--- src/rtl/icache_pkg.sv ---
// Shared types and sizing helpers for the instruction-cache refill path.
// Line geometry is derived from the block and beat widths.
package icache_pkg;

  typedef enum logic [1:0] {
    S_IDLE,
    S_REQ,
    S_FILL,
    S_WRITE
  } state_e;

  localparam int DEF_PC_SIZE    = 32;
  localparam int DEF_MEM_WORD   = 32;
  localparam int DEF_BLOCK_BITS = 512;

  localparam int WPL = DEF_BLOCK_BITS / DEF_MEM_WORD;

  function automatic int wpl_of(int line_w, int word_w);
    return line_w / word_w;
  endfunction

  function automatic int beat_w(int wpl);
    return $clog2(wpl);
  endfunction

  function automatic int byte_off_w(int line_w);
    return $clog2(line_w / 8);
  endfunction

endpackage

--- src/rtl/icache_line_buffer.sv ---
// Beat-assembly bank for one cache line plus the registered line
// presented to the cache array, updated only when a refill completes.
module icache_line_buffer
  import icache_pkg::*;
#(
  parameter int LINE_W = DEF_BLOCK_BITS,
  parameter int WORD_W = DEF_MEM_WORD,
  parameter int IDX_W  = beat_w(wpl_of(DEF_BLOCK_BITS, DEF_MEM_WORD))
) (
  input  logic              clk,
  input  logic              rst,
  input  logic              we,
  input  logic              commit,
  input  logic [IDX_W-1:0]  idx,
  input  logic [WORD_W-1:0] wdata,
  output logic [LINE_W-1:0] line
);

  logic [LINE_W-1:0] bank_q;
  logic [LINE_W-1:0] merged;

  always_comb begin
    merged = bank_q;
    merged[int'(idx)*WORD_W +: WORD_W] = wdata;
  end

  // The final beat is folded in on the commit edge.
  always_ff @(posedge clk) begin
    if (rst) begin
      bank_q <= '0;
      line   <= '0;
    end else begin
      if (we)
        bank_q <= merged;
      if (commit)
        line <= merged;
    end
  end

endmodule

--- src/rtl/icache_refill_ctrl.sv ---
// Instruction-cache miss handler: requests a line from RAM, assembles
// the beats and writes the line back, with flush abort and burst drain.
module icache_refill_ctrl
  import icache_pkg::*;
#(
  parameter int PC_SIZE    = DEF_PC_SIZE,
  parameter int MEM_WORD   = DEF_MEM_WORD,
  parameter int BLOCK_BITS = DEF_BLOCK_BITS
) (
  input  logic                  clk,
  input  logic                  rst,
  input  logic [PC_SIZE-1:0]    pc,
  input  logic                  pc_valid,
  input  logic                  hit,
  input  logic                  flush,
  output logic                  mem_req,
  output logic [PC_SIZE-1:0]    mem_addr,
  input  logic                  mem_gnt,
  input  logic                  mem_rvalid,
  input  logic [MEM_WORD-1:0]   mem_rdata,
  output logic                  fill_we,
  output logic [PC_SIZE-1:0]    fill_addr,
  output logic [BLOCK_BITS-1:0] fill_line,
  output logic                  stall
);

  localparam int NW = wpl_of(BLOCK_BITS, MEM_WORD);
  localparam int BW = beat_w(NW);
  localparam int CW = BW + 1;
  localparam int OW = byte_off_w(BLOCK_BITS);

  localparam logic [CW-1:0] LAST = CW'(NW - 1);
  localparam logic [CW-1:0] FULL = CW'(NW);
  localparam logic [PC_SIZE-1:0] MASK =
    ~PC_SIZE'((64'd1 << OW) - 64'd1);

  state_e state_q;
  state_e state_d;

  logic [CW-1:0]      cnt_q;
  logic [CW-1:0]      drain_q;
  logic [PC_SIZE-1:0] addr_q;
  logic miss;
  logic draining;
  logic beat;
  logic last_beat;
  logic accept;

  assign miss      = pc_valid & ~hit;
  assign draining  = drain_q != '0;
  assign beat      = (state_q == S_FILL) & mem_rvalid;
  assign last_beat = beat & (cnt_q == LAST);
  assign accept    = (state_q == S_IDLE) & miss
                   & ~draining & ~flush;

  always_ff @(posedge clk) begin
    if (rst)
      state_q <= S_IDLE;
    else
      state_q <= state_d;
  end

  always_comb begin
    state_d = state_q;
    if (flush) begin
      state_d = S_IDLE;
    end else begin
      unique case (state_q)
        S_IDLE:  if (miss & ~draining) state_d = S_REQ;
        S_REQ:   if (mem_gnt) state_d = S_FILL;
        S_FILL:  if (last_beat) state_d = S_WRITE;
        S_WRITE: state_d = S_IDLE;
        default: state_d = S_IDLE;
      endcase
    end
  end

  always_comb begin
    mem_req = 1'b0;
    fill_we = 1'b0;
    stall   = miss | draining;
    unique case (state_q)
      S_REQ: begin
        mem_req = 1'b1;
        stall   = 1'b1;
      end
      S_FILL: stall = 1'b1;
      S_WRITE: begin
        fill_we = ~flush;
        stall   = 1'b1;
      end
      default: ;
    endcase
  end

  // Beats still owed by an aborted burst are counted off in IDLE.
  always_ff @(posedge clk) begin
    if (rst) begin
      cnt_q   <= '0;
      drain_q <= '0;
      addr_q  <= '0;
    end else begin
      if (accept)
        addr_q <= pc & MASK;
      if ((state_q == S_REQ) & mem_gnt)
        cnt_q <= '0;
      else if (beat)
        cnt_q <= cnt_q + CW'(1);
      if (flush & (state_q == S_FILL))
        drain_q <= FULL - cnt_q - CW'(mem_rvalid);
      else if (flush & (state_q == S_REQ) & mem_gnt)
        drain_q <= FULL;
      else if (draining & mem_rvalid)
        drain_q <= drain_q - CW'(1);
    end
  end

  assign mem_addr  = addr_q;
  assign fill_addr = addr_q;

  icache_line_buffer #(
    .LINE_W (BLOCK_BITS),
    .WORD_W (MEM_WORD),
    .IDX_W  (BW)
  ) u_buf (
    .clk    (clk),
    .rst    (rst),
    .we     (beat),
    .commit (last_beat & ~flush),
    .idx    (cnt_q[BW-1:0]),
    .wdata  (mem_rdata),
    .line   (fill_line)
  );

endmodule

--- config.mk ---
export PLATFORM = sky130hd
export DESIGN_NAME = icache_refill_ctrl
export DESIGN_NICKNAME = d
export VERILOG_FILES = /design/src/rtl/icache_pkg.sv /design/src/rtl/icache_line_buffer.sv /design/src/rtl/icache_refill_ctrl.sv
export SDC_FILE = /design/constraint.sdc
export NUM_CORES = 2
export LEC_CHECK = 0
export ABC_AREA = 1
export CORE_AREA = 2 2 408 410
export DETAILED_ROUTE_END_ITERATION = 12
export DIE_AREA = 0 0 410 412
export PLACE_DENSITY = 0.58
export SYNTH_ARGS = -nofsm -noshare
export SYNTH_HDL_FRONTEND = slang
export SYNTH_SLANG_ARGS = --single-unit
--- constraint.sdc ---
create_clock -name clk -period 3.3 [get_ports clk]
set_clock_uncertainty 0.15 [all_clocks]
set_input_delay 0.33 -clock clk [delete_from_list [all_inputs] [get_ports clk]]
set_output_delay 0.33 -clock clk [all_outputs]
set_load 0.01 [all_outputs]
=== Word level (Yosys, flattened, before mapping) ===
Cells that the tools add are included.

* Add/subtract/negate cells: 5
* Eq/ne operators: 7
* Shift operators: 2
* Mux-type cells: 11
* Bitwise gates (word level): 17
* Reduce and logical (&&, ||, !) cells: 7

{| class="wikitable"
|+ Operators with widths
! kind !! number
|-
| 512-bit bitwise mux || 1
|-
| 32-bit by 33-bit variable shift with 512-bit output (first input constant) || 1
|-
| 32-bit by 33-bit variable part select with 512-bit output || 1
|-
| 9-bit negator with 33-bit output || 1
|-
| 5-bit two-way mux || 3
|-
| 1-bit bitwise AND || 13
|-
| 2-bit case mux with 4 select lines || 1
|-
| 2-bit two-way mux || 3
|-
| 5-bit by 1-bit adder with 5-bit output (second input constant) || 1
|-
| 5-bit by 4-bit equality test with 1-bit output (second input constant) || 1
|-
| 5-bit nonzero test || 1
|-
| 5-bit by 1-bit subtractor with 5-bit output || 1
|-
| 5-bit by 1-bit subtractor with 5-bit output (second input constant) || 1
|-
| 5-bit subtractor (first input constant) || 1
|-
| 2-bit equality test (second input constant) || 2
|-
| 2-bit != test (second input constant) || 2
|-
| 2-bit OR reduction || 2
|-
| 1-bit two-way mux || 3
|-
| 1-bit NOT || 3
|-
| 3-bit AND reduction || 1
|-
| 3-bit nonzero test || 1
|-
| 3-bit OR reduction || 1
|-
| 2-bit by 1-bit equality test with 1-bit output (second input constant) || 1
|-
| 2-bit zero test || 1
|-
| 2 further kinds || 2
|}

* Bits in registers: 1062
* Input port bits: 71

=== Logic depth before layout (Yosys ltp) ===
* Depth in word-level cells: 5
* Depth in mapped cells: 15

=== Modules after synthesis ===
From an unflattened synthesis, not the netlist that was laid out.

* Cells, all modules: 7807
* Area, all modules: 49977.9 sq um

{| class="wikitable"
|+ Modules (own cells, without submodules)
! module !! instances !! cells an instance !! area each (sq um) !! sequential area each (sq um)
|-
| icache_line_buffer || 1 || 7509 || 47825.9 || 20499.7
|-
| icache_refill_ctrl || 1 || 298 || 2152.1 || 760.7
|}

=== Worst setup path after synthesis ===
OpenSTA, ideal clock, no wires.

* Path kind: reg-to-reg
* Start point: reg cnt_q[0]
* End point: reg u_buf.bank_q[384]
* Library setup time: 56 ps
* Data arrival time: 2445 ps
* Required time: 3094 ps
* Setup slack: 649 ps
* Stages on the path, launching flop included: 15
* Clock period less this slack: 2651 ps
* Cell sequence: dfxtp_1 inv_2 buf_2 buf_1 ha_1 inv_1 clkbuf_1 nand2_1 nor2_1 buf_2 buf_2 nand3_1 nand3_1 nand2_1 inv_1

* Word-level cells in the longest chain between the ends: 3
* Elaborated cells between the ends (all ways): 4
* Those cells by class: 1 x add/sub; 2 x shift; 1 x mux

{| class="wikitable"
|+ Ends and longest elaborated chain
! element !! line !! RTL
|-
| start: declaration || icache_refill_ctrl.sv:40 || <nowiki>logic [CW-1:0] cnt_q;</nowiki>
|-
| start signal: assignment || icache_refill_ctrl.sv:108 || <nowiki>cnt_q <= cnt_q + CW'(1);</nowiki>
|-
| 9-bit negator with 33-bit output * || icache_line_buffer.sv:24 || <nowiki>merged[int'(idx)*WORD_W +: WORD_W] = wdata;</nowiki>
|-
| 32-bit by 33-bit variable part select with 512-bit output or 32-bit by 33-bit variable shift with 512-bit output (tied branches) || icache_line_buffer.sv:24 ||
|-
| 512-bit bitwise mux * || icache_line_buffer.sv:24 ||
|-
| end signal: assignment || icache_line_buffer.sv:34 || <nowiki>bank_q <= merged;</nowiki>
|-
| end: declaration || icache_line_buffer.sv:19 || <nowiki>logic [LINE_W-1:0] bank_q;</nowiki>
|}

Mark *: on every way between the ends. The rest lies on a longest branch, timed or not.
A chain may end at the register's enable or synchronous reset.

=== Worst setup path after layout ===
* Start point: reg cnt_q[0]
* End point: reg u_buf.bank_q[1]

Same word-level chain as after synthesis.

==> flow_metrics.tcl <==
set metrics [dict create \
    grt_start_max_net_pins 233 \
    critPathCaptureType "flop" \
    synth_simple_gate_area_share 0.354 \
    synth.ff_latch_count 1062 \
    synth_sequential_area_ratio 0.433 \
    slew_viol_final 0 \
    synth.lib_cells_used.distinct 36 \
    setup_viol 0 \
    regToRegEndpoint "u_buf.bank_q[1]" \
    tritoncts.num_buffers 130 \
    path_cells "inv_2 > ha_2 > buf_4 > inv_1 > nand3_1 > nor3_4 > inv_1 > nand2_1 > nand3_1 > nand2_1 > inv_1" \
    dr.first_iter.drc_count 4660 \
    critPathBufInv 5 \
    antenna_found_initial 2 \
    fin_util 0.379 \
    drt_pre_antenna_iters 7 \
    power.ir.vdd_worst_mv 0.534 \
    die_area_um2 169000 \
    layout.nets 8035 \
    timing.setup.tns_ns 0 \
    regToRegSetupSlack_ns 0.26 \
    htreeDepth 4 \
    fraction_of_final_layout_cells_with_drive_strength_greater_than_1 0.0511 \
    critical_path.most_common_cell "inv_1" \
    critical_path_peak_fanout 38 \
    holdCritStartpoint "mem_rvalid" \
    grt_overflow 0 \
    critPathMaxStageDelay_ns 0.46 \
    global_route.usage.total 0.219 \
    grt_setup_unrepaired "no" \
    result_of_the_run "finished clean" \
    min_delay_worst_endpoint "drain_q[2]" \
    synth_compound_gate_area_share 0.0799 \
    hpwl_um 133000 \
    ant_nets 0 \
    mostFrequentLayoutCells "1440 x nor2_1, 1398 x nand2_1, 1067 x nand3_1" \
    synthTopCellsByArea "dfxtp_1 43%, nor2_1 11%, nand3_1 11%" \
    die_extent_in_x_um 410 \
    yosys.area_share.adder 0.00433 \
    initial_standard_cell_utilization_of_the_core 0.299 \
    drc 0 \
    worst_path_dominant_cell_family "buffers and inverters" \
    achievable-frequency_mhz 329 \
    grt_pass1_wl_um 283000 \
    synth_enable_flop_cells 0 \
    dieHeight_um 412 \
    overall_routed_net_length_um 194000 \
    clk_path_buf_depth 3 \
    synth_top_family_by_area "simple AND/OR/NAND/NOR gates" \
    p_leak_uw 0.0278 \
    layout_worst_path_cycle_share 0.920 \
    area.growth.synth_to_final_pct 26.7 \
    cts.sink_count 1062 \
    tritoncts_clock_tree "done" \
    grt_pass1_vias 44322 \
    dominant_synthesized_flop_cell "dfxtp_1" \
    yosysWarnings 0 \
    most_frequent_standard_cell_in_the_layout_excluding_fill_and_tap_cells "nor2_1" \
    timing_worst_slew_pin_value_ns 1.10 \
    holdWs_ns 0.171 \
    postSynthAreaPerCell_um2 6.50 \
    num_rows 149 \
    buffer_ports.inserted 631 \
    vias_per_cell 4.86 \
    insertion_delay_ns 0.79 \
    asyncSetResetFlopFracSynth 0 \
    synth.largest_area_cell "dfxtp_1" \
    synth_area_um2 49100 \
    synth.area.mux_share 0 \
    synth-xor-area-share 0.000866 \
    post-route-min-period_ns 3.04 \
    hold_violations 0 \
    pin_count 650 \
    core_region_area_um2 164000 \
    hold_path_cells 4 \
    timing.critical_path.slowest_stage_cell "inv_1" \
    clkSlewWorstSetupHoldPaths_ns 0.06 \
    synthesis.instances 7559 \
    synth_top_cell_area_share 0.433 \
    worst_r2r_startpoint "cnt_q[0]" \
    crit_path_start_kind "flop" \
    worst-setup-path-type "flop to flop" \
    cp.required_ns 3.81 \
    routed_wire_length_per_instance_um 19.0 \
    ctsRootBufferMaster "clkbuf_16" \
    relSlewSlack 0.264 \
    p_per_area_nw_per_um2 544 \
    gp_congestion 0.848 \
    timing.max_cap.violations 0 \
    hold_path_class "input port to flop" \
    worstRegToRegCells 11 \
    critical_path_arrival_ns 3.54 \
    vias 49714 \
]
==> worst min-delay path: cells and delay by family <==
family	cells	cell delay [ns]
simple gates	2	0.16
buf+inv	1	0.52
compound gates	1	0.06
==> cells by family after synthesis <==
kind of cell | Yosys count
AO/OA/AOI/OAI | 782
XOR/XNOR | 4
adder cells (fa/ha/maj) | 17
buffers and inverters | 1570
flip-flops | 1062
other | 1
AND/OR/NAND/NOR | 4123
==> cell usage after synthesis (all sizes together), types with 2 or more instances <==
cell type	n
a31oi	5
o21ai	400
xnor2	3
nand3	1068
inv	979
a21oi	373
dfxtp	1062
nor4	3
nor2	1448
clkbuf	353
a211oi	2
buf	237
ha	17
nor3	6
nand2	1400
nand4	196
==> layout make-up <==
class / instances / area, um^2
Antenna cell: 2 / 5.00
Clock buffer: 180 / 3690
Clock inverter: 49 / 766
Fill cell: 17095 / 102000
Inverter: 980 / 3710
Multi-Input combinational cell: 4939 / 21700
Sequential cell: 1062 / 21300
Tap cell: 2189 / 2740
Timing Repair Buffer: 834 / 8380
==> stage by stage <==
stage / total power, uW / instances / worst slack [ns] / area, um^2
final: 33900 / 10235 / 0.262 / 62300
after CTS: 34200 / 10230 / 0.0522 / 62200
after global placement: 18900 / 9974 / 0.148 / 57500
after detailed placement: 19100 / 9974 / 0.0626 / 57500
after floorplan: 17500 / 7570 / 0.649 / 49200
after global routing: 35400 / 10233 / 0.0571 / 62300
==> worst max path at each step <==
stage,to,slack [ns],depth (start not counted),from
after floorplan,u_buf.bank_q[384],0.65,14,cnt_q[0]
after global placement,u_buf.line[383],0.15,12,cnt_q[3]
after detailed placement,u_buf.bank_q[124],0.06,12,cnt_q[3]
after CTS,u_buf.line[370],0.05,12,cnt_q[3]
after global routing,u_buf.bank_q[9],0.06,11,cnt_q[0]
final,u_buf.bank_q[1],0.26,11,cnt_q[0]
==> state kept, by name, summed over array words and instances, names as in the netlist <==
signal        count
u_buf.line      512
drain_q           5
cnt_q             5
fill_addr        26
u_buf.bank_q    512
state_q           2
==> power by group <==
part / internal, uW / leakage, uW / switching (uW)
clock: 8750 / 0.00218 / 6230
sequential: 13500 / 0.00856 / 359
combinational: 1550 / 0.0170 / 3460
==> layer usage <==
metal / GRT usage / vias to the layer above / part of all wire
li1: - / 24464 / -
met1: 0.278 / 23302 / 0.42
met2: 0.354 / 1641 / 0.46
met3: 0.0555 / 307 / 0.079
met4: 0.0917 / 0 / 0.042
met5: 0 / - / 0
==> what timing repair did <==
action,in CTS,in global routing
endpoints found under the setup margin,0,125
hold buffers,27,0
gates resized for setup,0,1
hold endpoints to repair,76,0
setup buffers,0,2
Note: power is estimated with default switching activity, not from simulation.
